### src/rtl/ttt_move_sequencer.sv
// Input-side controller for the tic-tac-toe board: conditions buttons, arbitrates presses,
// issues one tagged move per legal press. Optional per-turn forfeit timer: TTT_TURN_TIMEOUT_EN.
module ttt_move_sequencer #(
    parameter int DEBOUNCE_CYCLES = 16,
    parameter int TIMEOUT_CYCLES  = 1000000
) (
    input  logic       clk,
    input  logic       reset,
    input  logic [8:0] btn,
    input  logic       start,
    input  logic [8:0] occupied,
    input  logic       game_over,
    output logic       move_valid,
    output logic [3:0] move_cell,
    output logic       move_player,
    input  logic       move_ready,
    output logic       new_game,
    output logic       curr_player,
    output logic       timeout
);

    typedef enum logic [2:0] {
        S_IDLE,
        S_CLEAR,
        S_ARMED,
        S_ISSUE,
        S_RELEASE,
        S_DONE
    } state_t;

    state_t      state, state_n;
    logic [9:0]  sync1, sync2, stable;
    logic [15:0] db_cnt [10];
    logic        start_q;
    logic        start_rise;
    logic [8:0]  db_btn;
    logic [8:0]  cand;
    logic [3:0]  cand_idx;
    logic        latch_move;
    logic        accept;
    logic        tmo_fire;

    // Bit 9 carries start; bits 8:0 carry the cell buttons.
    always_ff @(posedge clk) begin
        if (reset) begin
            sync1   <= '0;
            sync2   <= '0;
            stable  <= '0;
            start_q <= 1'b0;
            for (int i = 0; i < 10; i++) db_cnt[i] <= '0;
        end else begin
            sync1   <= {start, btn};
            sync2   <= sync1;
            start_q <= stable[9];
            for (int i = 0; i < 10; i++) begin
                if (sync2[i] == stable[i]) begin
                    db_cnt[i] <= '0;
                end else if (db_cnt[i] == 16'(DEBOUNCE_CYCLES)) begin
                    stable[i] <= sync2[i];
                    db_cnt[i] <= '0;
                end else begin
                    db_cnt[i] <= db_cnt[i] + 16'd1;
                end
            end
        end
    end

    assign db_btn     = stable[8:0];
    assign start_rise = stable[9] & ~start_q;
    assign cand       = db_btn & ~occupied;

    // Lowest free pressed cell wins.
    always_comb begin
        cand_idx = 4'd0;
        for (int i = 8; i >= 0; i--) begin
            if (cand[i]) cand_idx = 4'(i);
        end
    end

`ifdef TTT_TURN_TIMEOUT_EN
    localparam int TW = $clog2(TIMEOUT_CYCLES + 1);
    logic [TW-1:0] tmo_cnt;
    logic          tmo_hit;

    assign tmo_hit = (tmo_cnt == TW'(TIMEOUT_CYCLES - 1));

    always_ff @(posedge clk) begin
        if (reset) begin
            tmo_cnt <= '0;
        end else if (state != S_ARMED && state_n == S_ARMED) begin
            tmo_cnt <= '0;
        end else if (state == S_ARMED) begin
            tmo_cnt <= tmo_fire ? '0 : tmo_cnt + TW'(1);
        end
    end

    assign timeout = tmo_fire;
`else
    // Constant 0 for any legal TIMEOUT_CYCLES; keeps the parameter referenced.
    assign timeout = (TIMEOUT_CYCLES < 0);
`endif

    always_comb begin
        state_n    = state;
        latch_move = 1'b0;
        accept     = 1'b0;
        tmo_fire   = 1'b0;
        case (state)
            S_IDLE:  if (start_rise) state_n = S_CLEAR;
            S_CLEAR: state_n = S_ARMED;
            S_ARMED: begin
                if (start_rise) begin
                    state_n = S_CLEAR;
                end else if (game_over) begin
                    state_n = S_DONE;
                end else if (cand != 9'd0) begin
                    latch_move = 1'b1;
                    state_n    = S_ISSUE;
                end
`ifdef TTT_TURN_TIMEOUT_EN
                else if (tmo_hit) begin
                    tmo_fire = 1'b1;
                end
`endif
            end
            // A valid, once raised, is held until accepted regardless of start/game_over.
            S_ISSUE: begin
                if (move_ready) begin
                    accept  = 1'b1;
                    state_n = S_RELEASE;
                end
            end
            S_RELEASE: begin
                if (db_btn == 9'd0) state_n = game_over ? S_DONE : S_ARMED;
            end
            S_DONE:  if (start_rise) state_n = S_CLEAR;
            default: state_n = S_IDLE;
        endcase
    end

    always_ff @(posedge clk) begin
        if (reset) begin
            state       <= S_IDLE;
            move_cell   <= 4'd0;
            move_player <= 1'b0;
            curr_player <= 1'b0;
        end else begin
            state <= state_n;
            if (latch_move) begin
                move_cell   <= cand_idx;
                move_player <= curr_player;
            end
            if (state == S_CLEAR) curr_player <= 1'b0;
            else if (accept || tmo_fire) curr_player <= ~curr_player;
        end
    end

    assign move_valid = (state == S_ISSUE);
    assign new_game   = (state == S_CLEAR);

endmodule

### config.mk
export PLATFORM = sky130hd
export DESIGN_NAME = ttt_move_sequencer
export DESIGN_NICKNAME = d
export VERILOG_FILES = /design/src/rtl/ttt_move_sequencer.sv
export SDC_FILE = /design/constraint.sdc
export NUM_CORES = 1
export LEC_CHECK = 0
export ABC_AREA = 1
export ABC_CLOCK_PERIOD_IN_PS = 2250
export CAP_MARGIN = 40
export CORE_MARGIN = 5
export CORE_UTILIZATION = 60
export DETAILED_ROUTE_END_ITERATION = 10
export GPL_TIMING_DRIVEN = 0
export PLACE_DENSITY = 0.76
export SLEW_MARGIN = 10
export SYNTH_ARGS = -nofsm -noshare
export SYNTH_HDL_FRONTEND = slang
export SYNTH_SLANG_ARGS = --single-unit
export TNS_END_PERCENT = 10
### constraint.sdc
create_clock -name clk -period 2.25 [get_ports clk]
set_clock_uncertainty 0.05 [all_clocks]
set_input_delay 0.225 -clock clk [delete_from_list [all_inputs] [get_ports clk]]
set_output_delay 0.225 -clock clk [all_outputs]
set_load 0.03 [all_outputs]
---- Word-level counts from Yosys, hierarchy flattened ----
Memories as Yosys holds them, arrays and structs flattened.
Cells that the tools add are included.
cells by class
  equality and inequality tests ........... 29
  muxes and demuxes ....................... 165
  reduce and logical (&&, ||, !) cells .... 16
  bitwise operators ....................... 45
  add/sub/neg operators ................... 10
operators by type and width
  kind                   number
  $mux 16                30
  $add 16x1->16 const B  10
  $eq 16x5->1 const B    10
  $mux 1                 118
  $mux 4                 9
  $or 1x1->1             30
  $mux 3                 7
  $reduce_and 2->1       10
  $pmux 3 s5             1
  $not 1->1              12
  $eq 1x1->1             10
  $and 9x9->9            1
  $logic_not 9->1        1
  $not 9->9              1
  $reduce_bool 9->1      1
  $eq 3x2->1 const B     2
  $eq 3x3->1 const B     2
  $ne 2x1->1 const B     2
  $ne 4x4->1 const B     1
  $reduce_and 4->1       1
  $reduce_or 2->1        2
  $eq 3x1->1 const B     1
  $logic_not 3->1        1
  $ne 2x2->1 const B     1
  $and 1x1->1            1
word-level totals
  input port bits ......................... 23
  memories ................................ 1
  memory bits (writable) .................. 160
  bits in registers ....................... 40
  output and inout port bits .............. 9
memories
  memory  words  bits a word  rd ports  clocked after Yosys merged registers in  wr ports  RTL line  text
  db_cnt  10     16           10        0                                        10        33        logic [15:0] db_cnt [10];

---- Depth between registers and ports, before layout ----
Gate-level depths: netlist of the first run.
  word-level depth ........................ 11
  gate-level depth with buffers ........... 10

---- Least setup slack after synthesis of the first run ----
No wires, ideal clock.
  kind .................................... flip-flop to flip-flop
  start ................................... memory db_cnt[0][0]
  end ..................................... memory db_cnt[0][14], data pin
  arrival time ............................ 1.302 ns
  setup slack ............................. 0.640 ns
  cell stages (with the launch flop) ...... 11
  buffers on the path ..................... 0
  cell sequence ........................... edfxtp_1 -> ha_1 -> nand2_1 -> nor2_2 -> nand2_1 -> nor2_1 -> nand2_1 -> nor2_1 -> nand2_1 -> nand3_1 -> nor2_1
RTL lines
  item             RTL line
  start, declared  33

---- Final worst setup path of the first run ----
  start ................................... register state[2]
  end ..................................... output move_valid
on the way
  word-level cells in the longest chain between the ends .. 1
RTL lines
  item                    RTL line  text
  start, declared         31        state_t state, state_n;
  start signal, assigned  148       state <= state_n;
  $eq 3x2->1              158       assign move_valid = (state == S_ISSUE);
  end, declared           13        output logic move_valid,
Every way passes these cells.

==> key figures, run 1 <==
Status
  – Outcome: complete, no violations

Setup path
  – Crit-path cells: inv_1, nand3_1, inv_1, clkdlybuf4s50_1
  – Worst Path Max Fanout: 5
  – Crit path largest cell delay: 680 ps
  – Crit path max-delay family: buffers and inverters
  – CP dominant cell by count: inv_1
  – CP endpoint kind: primary output
  – Arr. time, crit path: 1860 ps
  – Worst endpoint required time: 1980 ps
  – Setup CP Type: register to primary output
  – Worst Setup Start Kind: register
  – CP max stage cell: clkdlybuf4s50_1
  – Worst path bufs/invs: 3

Synth
  – Ys flop type: edfxtp_1
  – FF+latch count, synth: 200
  – Synth warn: 0
  – Syn_area_per_cell: about 8 µm²
  – Cell accounting for the most synthesized area: edfxtp_1
  – Top area cells in the synthesized netlist: edfxtp_1, nand2_1, nor2_1, inv_1, dfxtp_1
  – Post-synthesis sequential area ratio: 0.500
  – Yosys cell types: 42
  – Post-synth ARST share: 0
  – Cells after synthesis: 1364
  – Post-synth EDFFs: 160
  – Mapped cell area: 11200 µm²
  – Share of the synthesized area in the top cell type: 0.428

Global route
  – Largest net degree at the start of global routing: 17
  – First-pass GRT wire length: about 38 mm
  – Initial antenna violation count: 0
  – Total track usage: 0.212
  – Vias in the first global route: 8627
  – GRT overflow: 0

Drt
  – Initial DRC count: 664
  – DRC Markers: 0
  – Final wirelength: 22.1 mm
  – Vias: 9221
  – Antenna viol nets, final: 0
  – Wire length per cell: 12.1 µm
  – Vias per cell: slightly above 5
  – DR pass1 iterations: 5

Clock network
  – CTS buffer count: 17
  – # resized after CTS: 0
  – Root Buffer: clkbuf_16
  – Clock sinks: 200
  – Clock-pin transition on the worst setup and hold timing paths: approximately 60 ps
  – # Post-CTS Setup Buffers: 0
  – Clk buf depth: 2
  – Worst-Skew Late Latency: 420 ps
  – Htree depth: 4
  – TritonCTS clock tree: yes

Pwr
  – P_sw: about 2000 µW
  – Overall power: just over 8000 µW
  – Switch share: 0.235
  – Clock power share: 0.381
  – Comb pwr share: 0.098
  – VDD IR max: approximately 570 µV
  – Leakage power: 0.00539 µW
  – Sequential fraction of design power: 0.521
  – Internal power: approximately 6300 µW
  – P per Cell Area: 636 nW/µm²

Timing
  – Setup tns final: 0 ps
  – Fin crit period: between 2000 and 2500 ps
  – Final worst slack: ~120 ps
  – Final setup fails: 0
  – Final Max Tran Viols: 0
  – Final hold violation count: 0
  – RSZ-0062 raised after global routing: false
  – Fmax: 469 MHz
  – Worst hold slack: 276 ps
  – Final worst-path cycle share: 0.947

Cells and area
  – Proportion of layout cells with a drive suffix above 1: 0.0662
  – Antenna diode count: 0
  – Fin nets: 1615
  – Final cell count without fillers: 1819
  – P&R area growth vs syn: 16.0%

Floorplan
  – Core Region: 18600 µm²
  – Die height: 147 µm
  – Num ports: 32
  – Die Wd: 147 µm
  – Starting Density: 0.604
  – FP Rows: 50
  – DIE AREA: between 20000 and 25000 µm²

Placement
  – Placed Cells incl. Taps: roughly 1800
  – DP HPWL: 16.9 mm
  – PortBufs: 29
  – RePlAce Congestion: 0.897
  – DP Worst Slack: 376 ps

Job
  – Max-cap violations: 0

Worst hold path
  – Worst min path class: input pin to register
[routing by layer]
layer	up-vias	GRT usage	wire length, µm
met2	200	0.354	10400
met4	0	0.0682	425
li1	4772	-	-
met1	4218	0.284	10400
met5	-	0	0
met3	31	0.0342	826
[logic make-up after synthesis]
kind of cell	count (synthesis)	synth area share
adders and majority gates	20	0.0223
buffers and inverters	242	0.0870
and+or+nand+nor	718	0.293
AOI/OAI and AO/OA	159	0.0789
xor gates and xnor gates	23	0.0180
other	2	0.000670
DFF	200	0.500
[metrics by stage]
step / cell area (µm²) / utilization
finish: 13000 / 0.700
floorplan: 11800 / -
global route: 13000 / 0.700
detailed placement: 12400 / 0.667
CTS: 13000 / 0.700
global placement: 12400 / 0.667
[power by group through the flow]
| stage | Combinational [µW] | Sequential, µW | Clock, µW |
|---|---|---|---|
| global route | 935 | 4340 | 3400 |
| finish | 809 | 4320 | 3160 |
| CTS | 795 | 4310 | 3230 |
| floorplan | 591 | 4350 | 0 |
| detailed placement | 788 | 4390 | 0 |
| global placement | 767 | 4380 | 0 |
[cell usage in the layout, fill, tap and decap left out, types with 7 or more instances in the layout]
cell,Yosys,final
buf_6,7,7
nand2_1,229,229
nor3b_1,21,21
a31oi_1,8,8
ha_1,20,20
a21oi_2,7,7
o21ai_0,36,36
clkbuf_16,0,17
o21ai_1,7,7
clkdlybuf4s50_1,0,29
xor2_1,21,21
nand2_2,14,14
nor3_2,8,8
dfxtp_1,40,40
a21oi_1,82,82
nor2_1,229,229
nand3_1,79,79
nor2_2,16,16
clkbuf_1,2,7
conb_1,2,161
edfxtp_1,160,160
nor3_1,61,61
nand4_1,39,39
inv_1,224,224
[synth_stat cells, types with 5 or more instances]
cell type / count
a211oi_1: 5
a21oi_1: 82
a21oi_2: 7
a31oi_1: 8
buf_2: 5
buf_6: 7
dfxtp_1: 40
edfxtp_1: 160
ha_1: 20
inv_1: 224
nand2_1: 229
nand2_2: 14
nand3_1: 79
nand4_1: 39
nor2_1: 229
nor2_2: 16
nor3_1: 61
nor3_2: 8
nor3b_1: 21
nor3b_2: 5
o211ai_1: 5
o21ai_0: 36
o21ai_1: 7
or2_2: 5
xor2_1: 21
[worst reg2reg max path: cells and delay by family, from the launching register on]
kind                   cells  cell delay [ps]
flip-flops                 1              400
buffers and inverters      2              470
AND/OR/NAND/NOR            5              750
[flip-flops by register name (all words and copies together), names as in the netlist]
register,cells
sync2,10
stable,10
curr_player,1
db_cnt,160
start_q,1
move_cell,4
move_player,1
sync1,10
state,3
[path summary, 6_finish.rpt]
check | startpoint | endpoint | slack (ps) | cells past startpoint
setup / recovery | state[2] | move_valid | 120 | 4
hold / removal | btn[5] | sync1[5] | 280 | 3
setup reg to reg | db_cnt[4][10] | db_cnt[4][7] | 340 | 7
hold reg to reg | sync1[3] | sync2[3] | 360 | 2
[timing repair]
item / CTS / global route
hold buffers: 1 / 0
endpoints found under the setup margin: 0 / 0
endpoints found under the hold margin: 7 / 0
[layout make-up]
cell class,instances,area [µm²]
fillers,1539,5570
multi-input cells,1081,5230
flip-flops and latches,200,5610
well taps,234,293
inverters,226,850
clock inverters,9,150
plain buffers,16,126
repair buffers,30,300
clock buffers,23,458
No activity file was read; power rests on OpenSTA's default activity.
==> inputs of run 2 (changes only) <==
--- a/config.mk
+++ b/config.mk
@@ -10,6 +10,7 @@
 export CAP_MARGIN = 40
 export CORE_MARGIN = 5
 export CORE_UTILIZATION = 60
+export CTS_CLUSTER_DIAMETER = 80
 export DETAILED_ROUTE_END_ITERATION = 10
 export GPL_TIMING_DRIVEN = 0
 export PLACE_DENSITY = 0.76
==> results of run 2 <==
Same layout as run 1: the final DEF is identical, and so are final timing and power.
==> inputs of run 3 (changes only) <==
--- a/config.mk
+++ b/config.mk
@@ -6,7 +6,7 @@
 export NUM_CORES = 1
 export LEC_CHECK = 0
 export ABC_AREA = 1
-export ABC_CLOCK_PERIOD_IN_PS = 2250
+export ABC_CLOCK_PERIOD_IN_PS = 2400
 export CAP_MARGIN = 40
 export CORE_MARGIN = 5
 export CORE_UTILIZATION = 60
@@ -14,6 +14,7 @@
 export DETAILED_ROUTE_END_ITERATION = 10
 export GPL_TIMING_DRIVEN = 0
 export PLACE_DENSITY = 0.76
+export SKIP_CTS_REPAIR_TIMING = 1
 export SLEW_MARGIN = 10
 export SYNTH_ARGS = -nofsm -noshare
 export SYNTH_HDL_FRONTEND = slang
==> constraint.sdc (replaced) <==
create_clock -name clk -period 2.4 [get_ports clk]
set_clock_uncertainty 0.05 [all_clocks]
set_input_delay 0.24 -clock clk [delete_from_list [all_inputs] [get_ports clk]]
set_output_delay 0.24 -clock clk [all_outputs]
set_load 0.03 [all_outputs]
==> key figures, run 3 (synthesis results as in run 1) <==
Clock network
  – Root Buffer: clkbuf_16
  – TritonCTS clock tree: yes
  – Worst-Skew Late Latency: 420 ps
  – CTS buffer count: 17
  – Clock sinks: 200
  – Clk buf depth: 2
  – Htree depth: 4
  – Clock-pin transition on the worst setup and hold timing paths: 70 ps

Floorplan
  – Num ports: 32
  – Core Region: 18600 µm²
  – Die height: ~150 µm
  – FP Rows: 50
  – DIE AREA: approximately 22000 µm²
  – Die Wd: 147 µm
  – Starting Density: 0.604

Drt
  – Initial DRC count: a little over 600
  – Antenna viol nets, final: 0
  – DRC Markers: 0
  – Wire length per cell: about 12 µm
  – Vias: 9184
  – DR pass1 iterations: 7
  – Vias per cell: approximately 5.1
  – Final wirelength: between 20 and 25 mm

Global route
  – First-pass GRT wire length: 38.1 mm
  – Initial antenna violation count: 0
  – GRT overflow: 0
  – Total track usage: 0.212
  – Vias in the first global route: about 8600
  – Largest net degree at the start of global routing: 17

Timing
  – Setup tns final: 0 ps
  – RSZ-0062 raised after global routing: false
  – Fmax: 466 MHz
  – Final worst-path cycle share: 0.893
  – Fin crit period: 2140 ps
  – Final setup fails: 0
  – Final hold violation count: 0
  – Final Max Tran Viols: 0

Setup path
  – Arr. time, crit path: 1850 ps
  – Setup CP Type: register to primary output
  – Worst endpoint required time: 2110 ps
  – CP endpoint kind: primary output
  – Worst Path Max Fanout: 5
  – Worst Setup Start Kind: register

Placement
  – PortBufs: 29
  – RePlAce Congestion: roughly 0.9
  – Placed Area: 12400 µm²
  – DP HPWL: 16.9 mm

Cells and area
  – Fin nets: 1614
  – Reg with most FFs: db_cnt
  – Max reg flops: 160
  – Filler Cells Inserted: 1540
  – P&R area growth vs syn: 15.9%
  – Final non-filler cell area: around 13000 µm²
  – Commonest cells after routing, fill and taps aside: nand2_1, nor2_1, inv_1
  – Proportion of layout cells with a drive suffix above 1: 0.0663
  – Antenna diode count: 0

Job
  – Max-cap violations: 0

Pwr
  – Leakage power: roughly 0.0054 µW
  – P per Cell Area: slightly below 600 nW/µm²
  – VDD IR max: between 500 and 600 µV

Worst hold path
  – Worst min path class: input pin to register

Status
  – Outcome: complete, no violations
## run 3: path summary, 6_finish.rpt
check / startpoint / end / slack, ps / cells after the start
worst max register to register: db_cnt[4][10] / db_cnt[4][7] / 510 / 7
worst max-delay path: state[2] / move_valid / 260 / 4
worst min-delay path: reset / move_cell[2] / 0.4 / 2
worst min register to register: sync1[3] / sync2[3] / 360 / 2
## run 3: stage by stage
| step | std cells | utilization | total power (µW) | hold WS [ps] | worst slack [ps] |
|---|---|---|---|---|---|
| floorplan | 1523 | - | 4640 | 297 | 790 |
| global placement | 1786 | 0.667 | 4830 | 341 | 517 |
| detailed placement | 1786 | 0.667 | 4860 | 346 | 526 |
| CTS | 1818 | 0.700 | 7820 | -17.0 | 249 |
| global route | 1818 | 0.700 | 8130 | 0.736 | 159 |
| finish | 1818 | 0.700 | 7760 | 0.403 | 256 |
## run 3: layout make-up
type                       instances  area [µm²]  area share
clock inverter                     9         150      0.0115
buffer                            16         126     0.00972
sequential                       200        5610       0.431
inverter                         226         850      0.0653
multi-input combinational       1081        5230       0.402
timing repair buffer              29         290      0.0223
clock buffer                      23         458      0.0352
tap                              234         293      0.0225
## run 3: routing by layer
layer  part of all wire  GRT usage  wire length, µm
met1               0.47      0.284            10400
met2               0.47      0.354            10400
met3              0.038     0.0342              839
met4              0.018     0.0682              403
met5                  0          0                0
## run 3: critical path: stages (launching register included)
cell and delay, ps:
dfxtp_1 350, inv_1 120, nand3_1 160, inv_1 130, clkdlybuf4s50_1 680
## run 3: power breakdown
group	total [µW]	internal, µW	switching [µW]
Sequential	4050	3900	145
Combinational	757	267	490
Clock	2960	1770	1190
